**src/rtl/song_pkg.sv**
```systemverilog
// ============================================================================
// Module  : song_pkg
// Brief   : Shared state encoding and song-ROM field layout for song_sequencer.
// Revision: 1.0 - initial release
// ============================================================================
`default_nettype none

package song_pkg;

  localparam logic [2:0] S_IDLE  = 3'd0;
  localparam logic [2:0] S_FETCH = 3'd1;
  localparam logic [2:0] S_LATCH = 3'd2;
  localparam logic [2:0] S_PLAY  = 3'd3;
  localparam logic [2:0] S_GAP   = 3'd4;
  localparam logic [2:0] S_DONE  = 3'd5;

  // Default ROM word layout: {half_period[21:0], duration[3:0]}
  localparam int DUR_LSB = 0;
  localparam int DUR_MSB = 3;
  localparam int HP_LSB  = 4;
  localparam int HP_MSB  = 25;

  localparam int END_MARKER_DUR = 0;
  localparam int REST_HP        = 0;

endpackage

`default_nettype wire

```
**src/rtl/song_sequencer_tone_divider.sv**
```systemverilog
// ============================================================================
// Module  : tone_divider
// Brief   : Programmable square-wave divider; period is 2*half_period cycles.
// Revision: 1.0 - initial release
// ============================================================================
`default_nettype none

module tone_divider #(
  parameter int NOTE_W = 22
) (
  input  logic              clk,
  input  logic              reset,
  input  logic              en,
  input  logic [NOTE_W-1:0] half_period,
  output logic              tone_out
);

  logic [NOTE_W-1:0] cnt_q;
  logic [NOTE_W-1:0] hp_last_q;
  logic              tone_q;
  logic              w_restart;
  logic [NOTE_W-1:0] w_cnt;
  logic              w_tone;

  // A new half-period is treated as counter 0 in the very cycle it appears,
  // so each note starts low and gets a full first half-period.
  assign w_restart = !en || (half_period != hp_last_q);
  assign w_cnt     = w_restart ? '0   : cnt_q;
  assign w_tone    = w_restart ? 1'b0 : tone_q;
  assign tone_out  = w_tone;

  always_ff @(posedge clk) begin
    if (reset) begin
      cnt_q     <= '0;
      hp_last_q <= '0;
      tone_q    <= 1'b0;
    end else begin
      hp_last_q <= half_period;
      if (!en) begin
        cnt_q  <= '0;
        tone_q <= 1'b0;
      end else if (w_cnt == half_period - 1'b1) begin
        cnt_q  <= '0;
        tone_q <= ~w_tone;
      end else begin
        cnt_q  <= w_cnt + 1'b1;
        tone_q <= w_tone;
      end
    end
  end

endmodule

`default_nettype wire

```
**src/rtl/song_sequencer.sv**
```systemverilog
// ============================================================================
// Module  : song_sequencer
// Brief   : Walks a synchronous song ROM and drives a tone divider per note.
// Revision: 1.0 - initial release
// ============================================================================
`default_nettype none

module song_sequencer
  import song_pkg::*;
#(
  parameter int unsigned TEMPO_TICKS = 6250000,
  parameter int unsigned GAP_TICKS   = 500000,
  parameter int          NOTE_W      = HP_MSB - HP_LSB + 1,
  parameter int          DUR_W       = DUR_MSB - DUR_LSB + 1,
  parameter int          ADDR_W      = 5,
  parameter int          SONG_LEN    = 32
) (
  input  logic                    clk,
  input  logic                    reset,
  input  logic                    start,
  input  logic                    stop,
  input  logic                    loop_en,
  output logic [ADDR_W-1:0]       rom_addr,
  input  logic [NOTE_W+DUR_W-1:0] rom_data,
  output logic                    busy,
  output logic [ADDR_W-1:0]       note_idx,
  output logic                    audio_out
);

  localparam logic [ADDR_W-1:0] LAST_ADDR = ADDR_W'(SONG_LEN - 1);
  localparam logic [31:0]       TEMPO_C   = 32'(TEMPO_TICKS);
  localparam logic [31:0]       GAP_C     = 32'(GAP_TICKS);
  localparam logic [31:0]       GAP_LOAD  = GAP_C - 32'd1;

  logic [2:0]        state_q, state_d;
  logic [ADDR_W-1:0] addr_q,  addr_d;
  logic [ADDR_W-1:0] idx_q,   idx_d;
  logic [NOTE_W-1:0] hp_q,    hp_d;
  logic [31:0]       timer_q, timer_d;

  logic [DUR_W-1:0]  w_rom_dur;
  logic [NOTE_W-1:0] w_rom_hp;
  logic [31:0]       w_play_load;
  logic              w_tone_en;
  logic              w_tone;

  assign w_rom_dur   = rom_data[DUR_LSB +: DUR_W];
  assign w_rom_hp    = rom_data[DUR_W +: NOTE_W];
  // PLAY and GAP together span dur*TEMPO_TICKS cycles
  assign w_play_load = 32'(w_rom_dur) * TEMPO_C - GAP_C - 32'd1;

  always_ff @(posedge clk) begin
    if (reset) begin
      state_q <= S_IDLE;
      addr_q  <= '0;
      idx_q   <= '0;
      hp_q    <= '0;
      timer_q <= '0;
    end else begin
      state_q <= state_d;
      addr_q  <= addr_d;
      idx_q   <= idx_d;
      hp_q    <= hp_d;
      timer_q <= timer_d;
    end
  end

  always_comb begin
    state_d = state_q;
    addr_d  = addr_q;
    idx_d   = idx_q;
    hp_d    = hp_q;
    timer_d = timer_q;
    if (stop) begin
      state_d = S_IDLE;
    end else begin
      case (state_q)
        S_IDLE: begin
          if (start) begin
            state_d = S_FETCH;
            addr_d  = '0;
          end
        end
        S_FETCH: state_d = S_LATCH;
        S_LATCH: begin
          hp_d  = w_rom_hp;
          idx_d = addr_q;
          if (w_rom_dur == DUR_W'(END_MARKER_DUR)) begin
            state_d = S_DONE;
          end else begin
            state_d = S_PLAY;
            timer_d = w_play_load;
          end
        end
        S_PLAY: begin
          if (timer_q == 32'd0) begin
            state_d = S_GAP;
            timer_d = GAP_LOAD;
          end else begin
            timer_d = timer_q - 32'd1;
          end
        end
        S_GAP: begin
          if (timer_q == 32'd0) begin
            if (addr_q == LAST_ADDR) begin
              state_d = S_DONE;
            end else begin
              state_d = S_FETCH;
              addr_d  = addr_q + 1'b1;
            end
          end else begin
            timer_d = timer_q - 32'd1;
          end
        end
        S_DONE: begin
          if (loop_en) begin
            state_d = S_FETCH;
            addr_d  = '0;
          end else begin
            state_d = S_IDLE;
          end
        end
        default: state_d = S_IDLE;
      endcase
    end
  end

  always_comb begin
    busy      = (state_q != S_IDLE);
    w_tone_en = (state_q == S_PLAY) && (hp_q != NOTE_W'(REST_HP));
    rom_addr  = addr_q;
    note_idx  = idx_q;
    audio_out = w_tone;
  end

  tone_divider #(
    .NOTE_W (NOTE_W)
  ) u_tone_divider (
    .clk         (clk),
    .reset       (reset),
    .en          (w_tone_en),
    .half_period (hp_q),
    .tone_out    (w_tone)
  );

endmodule

`default_nettype wire

```
**config.mk**
```make
export PLATFORM = sky130hd
export DESIGN_NAME = song_sequencer
export DESIGN_NICKNAME = d
export VERILOG_FILES = /design/src/rtl/song_pkg.sv /design/src/rtl/song_sequencer_tone_divider.sv /design/src/rtl/song_sequencer.sv
export SDC_FILE = /design/constraint.sdc
export NUM_CORES = 1
export LEC_CHECK = 0
export BUFFER_PORTS_ARGS = -buffer_cell sky130_fd_sc_hd__buf_2
export CORE_MARGIN = 10
export CORE_UTILIZATION = 45
export CTS_BUF_LIST = sky130_fd_sc_hd__clkbuf_8
export CTS_CLUSTER_SIZE = 25
export DETAILED_ROUTE_END_ITERATION = 6
export HOLD_SLACK_MARGIN = 0.1
export PLACE_DENSITY_LB_ADDON = 0.3
export SYNTH_ARGS = -nofsm -noshare
export SYNTH_HDL_FRONTEND = slang
export SYNTH_SLANG_ARGS = --single-unit
```
**constraint.sdc**
```tcl
create_clock -name clk -period 4.3 [get_ports clk]
set_clock_uncertainty 0.1 [all_clocks]
set_input_delay 0 -clock clk [delete_from_list [all_inputs] [get_ports clk]]
set_output_delay 0 -clock clk [all_outputs]
set_load 0.05 [all_outputs]
```
Yosys cells after proc, flatten, opt, wreduce, memory -nomap -nowiden
Index checks and enable logic that the tools add are counted.
{ "totals": {"output_inout_bits": 12, "wordCells": 69, "inputBits": 31, "register_bits": 112} }
{ "classes": {"n_reduce_logical": 17, "bitwise_logic": 3, "addsub": 6, "muxes": 19, "mul": 1, "eq_ne": 15} }
{ "ops": {"columns": ["op", "count"], "rows": [
  ["$mux W32", 3],
  ["$pmux W32 S3", 1],
  ["$logic_not A32 Y1", 1],
  ["$sub A32 B1 Y32 const B", 1],
  ["$sub A28 B2 Y29 const B", 1],
  ["$sub A27 B19 Y28 const B", 1],
  ["$mul A4 B19 Y23 const B", 1],
  ["$add A22 B1 Y22 const B", 1],
  ["$eq A22 B22 Y1", 1],
  ["$mux W22", 1],
  ["$ne A22 B22 Y1", 1],
  ["$reduce_bool A22 Y1", 1],
  ["$sub A22 B1 Y22 const B", 1],
  ["$mux W5", 4],
  ["$pmux W3 S6", 1],
  ["$mux W3", 5],
  ["$pmux W5 S3", 1],
  ["$ne A2 B2 Y1 const B", 7],
  ["$reduce_bool A3 Y1", 3],
  ["$eq A3 B2 Y1 const B", 2],
  ["$eq A3 B3 Y1 const B", 2],
  ["$reduce_and A6 Y1", 1],
  ["$add A5 B1 Y5 const B", 1],
  ["$eq A5 B5 Y1 const B", 1],
  ["other kinds (13)", 18]
]} }

Depth between registers and ports, before layout
{ "logic_depth": {"word_depth": 7, "ltp_mapped": 17, "ltp_nobuf": 16} }

Hierarchy
Synthesis repeated with hierarchy kept, for this count alone.
{ "hier_totals": {"hier_cells": 1033, "area_unflattened_um2": 8016.4} }
{ "modules_own_cells": {"columns": ["mod", "n_inst", "area_per_inst_um2", "seq_area_each_um2", "cells_per_inst"], "rows": [
  ["song_sequencer", 1, 4986.0, 1341.3, 673],
  ["tone_divider", 1, 3030.4, 900.9, 360]
]} }

Worst setup path before layout
OpenSTA, ideal clock, no wires.
{ "synth_timing": {"kind": "in2reg", "start": "input rom_data[2]", "end": "register timer_q[26]", "arrival_time_ns": 4.403, "n_path_buf": 0, "stages": 16, "slack_ns": -0.273, "t_required_ns": 4.130, "setup_time_ns": 0.070, "cell_sequence": "inv_1 fa_1 xnor2_1 ha_1 inv_1 fa_1 nand2b_1 a21oi_1 xor2_1 nand3_1 o31ai_1 o311ai_1 or3_1 a221oi_2 mux2_2 a21oi_1"} }
{ "synth_via": {"elab_chain_len": 5, "word_cells_on_any_way": 8, "cone_classes": "add/sub: 2; mul: 1; eq/ne: 1; mux: 2; reduce/logical: 2"} }
{ "synth_rtl": {"columns": ["element", "line_no", "rtl"], "rows": [
  ["from (decl)", "song_sequencer.sv:24", "input logic [NOTE_W+DUR_W-1:0] rom_data,"],
  ["$mul A4 B19 Y23", "song_sequencer.sv:50", "assign w_play_load = 32'(w_rom_dur) * TEMPO_C - GAP_C - 32'd1;"],
  ["$sub A27 B19 Y28", "song_sequencer.sv:50", null],
  ["$sub A28 B2 Y29", "song_sequencer.sv:50", null],
  ["$mux W32", "song_sequencer.sv:88", "if (w_rom_dur == DUR_W'(END_MARKER_DUR)) begin"],
  ["$pmux W32 S3", "song_sequencer.sv:77", "case (state_q)"],
  ["to (signal assigned)", "song_sequencer.sv:64", "timer_q <= timer_d;"],
  ["to (decl)", "song_sequencer.sv:39", "logic [31:0] timer_q, timer_d;"]
]} }
Several ways; a longest one is shown, not always the timed one. The select of a mux whose other input is x is not followed.
A chain may end at the register's enable or synchronous reset.

Final worst setup path
Same ends and word-level chain as after synthesis.

==> flow_metrics.py <==
metrics = {
    "outcome": {
        "outcome": "complete, no violations",
    },
    "route": {
        "via_per_inst": 5.65,
        "wl_per_cell_um": 15.8,
        "ant_nets": 0,
        "wirelength_um": 22500,
        "vias": 8062,
        "drt_first_pass_iters": 5,
        "drcViolationCount": 0,
        "drtIter0Drc": 441,
    },
    "setup_path": {
        "cp.arrival_ps": 4310,
        "endpoint_kind": "flip-flop",
        "cp-endpoint": "timer_q[26]$_SDFFE_PP0P_",
        "rr_worst_depth": 10,
        "cp-startpoint": "rom_data[2]",
        "crit_type": "in2reg",
        "r2r_end": "u_tone_divider.cnt_q[5]$_SDFF_PP0_",
        "crit_fanout": 4,
        "critPathRequiredTime_ps": 4540,
        "start_kind": "primary input",
        "r2r-start": "hp_q[9]$_SDFFE_PP0P_",
        "rrSetupSlack_ps": 410,
    },
    "power_and_ir_drop": {
        "leakagePower_nw": 3.96,
        "p_int_w": 0.00213,
        "p_comb_share_pct": 51.1,
        "power.density_mw_per_mm2": 357,
        "p_seq_share_pct": 30.8,
        "switchingPower_w": 0.00137,
        "worst_ir_drop_vdd_mv": 0.259,
        "swShare_pct": 39.1,
        "pwr-share-clk_pct": 18.1,
    },
    "synth": {
        "synth_nets": 1171,
        "synth_commonest_cells": "nand2_1 (126), dfxtp_1 (112), nor2_1 (104)",
        "synth.most_common_cell": "nand2_1",
        "async_reset_ff_share_pct": 0,
        "yosys.area_share.simple_pct": 27.8,
        "synth_edf_count": 0,
        "synthCells": 1097,
        "ys_seq_elements": 112,
        "avgSynthCellArea_um2": 7.70,
        "synthAdderAreaFrac_pct": 6.82,
        "ys_seq_area_share_pct": 26.6,
        "yosys-top-cells-area": "dfxtp_1 (27%), xnor2_1 (6.7%), ha_1 (5.6%)",
        "yosys_warnings": 0,
        "synth-compound-area-share_pct": 19.9,
        "syn_area_mm2": 0.00844,
        "synth_top_area_cell": "dfxtp_1",
        "synth_top_family_by_area": "simple AND/OR/NAND/NOR gates",
        "yosys.area_share.xor_xnor_pct": 13.5,
        "synth_top_area_share_pct": 26.6,
        "synthFlopType": "dfxtp_1",
        "synth.distinct_cells": 78,
        "synth.area.mux_share_pct": 0.726,
    },
    "placed_design": {
        "place.gp.congestion": 0.893,
        "numPortBuffers": 42,
        "dp_hpwl_um": 16800,
        "dpl_worst_slack_ps": -204,
        "place_area_mm2": 0.00933,
    },
    "global_route": {
        "antenna_found_initial": 0,
        "overflow": 0,
        "grtUsageMet2_pct": 32.8,
        "use_met3_pct": 3.71,
        "grt_max_degree": 82,
        "grtUsageMet1_pct": 22.3,
        "grt_pass1_vias": 7665,
        "grt_pass1_wl_um": 38200,
        "grt_use_total_pct": 18.7,
        "grt-busiest-layer": "met2",
    },
    "floorplan": {
        "die_w_um": 157,
        "core-area_mm2": 0.0186,
        "initial_core_util_pct": 45.4,
        "die_y_um": 157,
        "die-area_mm2": 0.0246,
        "design.portCount": 43,
        "rows": 50,
    },
    "cells_and_area": {
        "diodes": 0,
        "area_growth_pct": 16.1,
        "fin_util_pct": 52.8,
        "fin_nets": 1264,
        "fin_area_mm2": 0.00980,
        "layout-drive-gt1-share_pct": 15.6,
        "nFillCells": 1761,
    },
    "sta": {
        "fmax_mhz": 246,
        "relSlewSlack_pct": 33.0,
        "setup-violations-final": 0,
        "worst_slack_ps": 231,
        "drv_slew": 0,
        "fin_crit_ps": 4070,
        "finalCritPeriodShare_pct": 94.6,
        "tightestPinTransition_ps": 1010,
        "hold_viol": 0,
        "whs_ps": 189,
        "grt_setup_unrepaired": "true",
    },
    "clock_network": {
        "clk_latency_ps": 400,
        "htree_levels": 3,
        "cts_tree": "built",
        "cts.reportedPaths.clkPinSlew_ps": 110,
        "cts_max_path_buffers": 2,
        "cts_setup_buffers": 0,
        "clock_sinks": 112,
        "root_buffer": "clkbuf_8",
        "cts_inserted_buffers": 9,
    },
    "flow_run": {
        "max-cap-violations": 0,
    },
    "hold_path": {
        "hp-class": "in2reg",
    },
}
-- power groups by stage --
stage	clock, W	combinational (W)	sequential [W]
4_1_cts	0.000644	0.00178	0.00108
3_5_place_dp	0	0.00175	0.00110
6_report	0.000632	0.00179	0.00108
5_1_grt	0.000690	0.00199	0.00108
3_3_place_gp	0	0.00174	0.00110
2_1_floorplan	0	0.00116	0.00109
-- cell families after synthesis --
family                     after synthesis
AOI/OAI and AO/OA                      258
xor gates and xnor gates               121
adders and majority gates               43
muxes                                    6
buffers and inverters                   99
and+or+nand+nor                        458
DFF                                    112
-- worst min path at each step --
stage,from,end,slack (ps),depth (start not counted)
global placement,rom_data[5],hp_q[1]$_SDFFE_PP0P_,140,3
finish,rom_data[0],timer_q[4]$_SDFFE_PP0P_,190,5
global route,rom_data[0],timer_q[4]$_SDFFE_PP0P_,230,5
detailed placement,rom_data[19],hp_q[15]$_SDFFE_PP0P_,150,3
CTS,rom_data[0],timer_q[4]$_SDFFE_PP0P_,170,5
floorplan,rom_data[6],hp_q[2]$_SDFFE_PP0P_,40,2
-- per-layer routing --
metal	share of wire (%)	routed length, µm
met4	2.3	525
met3	4.4	997
met1	44	9970
met2	49	11100
met5	0	0
-- flip-flops by register name, indices dropped and copies added (netlist names) --
name,flops
u_tone_divider.hp_last_q,22
state_q,3
hp_q,22
u_tone_divider.cnt_q,22
timer_q,32
note_idx,5
u_tone_divider.tone_q,1
rom_addr,5
-- layout by cell type, fill, tap and decap left out, drive strengths merged, types with 13 or more instances in the layout --
cell type / n
a211oi: 17
a21oi: 77
and3: 18
buf: 122
dfxtp: 112
dlygate4sd3: 28
ha: 38
inv: 34
nand2: 126
nand3: 27
nand4: 16
nor2: 105
nor2b: 28
nor3: 31
nor4: 18
o21ai: 56
or2: 13
or3: 13
or4: 13
xnor2: 66
xor2: 50
-- through the flow --
stage          power, W  TNS [ps]  cells
2_1_floorplan   0.00225         0   1097
3_3_place_gp    0.00284      -123   1385
3_5_place_dp    0.00286      -623   1385
4_1_cts         0.00350         0   1428
5_1_grt         0.00377     -49.4   1428
6_report        0.00350         0   1428
-- layout make-up --
type                            instances  area (µm²)  area share (%)
Sequential cell                       112        2240            22.9
Clock buffer                            9         124            1.26
Inverter                               31         120            1.23
Clock inverter                          6        62.6           0.638
Timing Repair Buffer                  150        1090            11.1
Multi-Input combinational cell        886        5870            59.9
Tap cell                              234         293            2.99
-- critical path, cell delays in order --
cell,delay (ps)
buf_2,110
clkinvlp_4,90
fa_2,590
xnor2_1,90
ha_1,320
inv_1,70
fa_1,460
nand2b_4,180
a211oi_4,250
o21ai_0,220
o21ai_0,310
xor2_1,130
or3_1,400
o21bai_1,200
a221oi_2,380
mux2_2,370
a21oi_1,130
-- repair_timing --
item	CTS	global route
resized for setup	0	3
setup endpoints to repair	0	6
hold buffers	28	0
hold endpoints to repair	37	0
No activity file was read; power rests on OpenSTA's default activity.
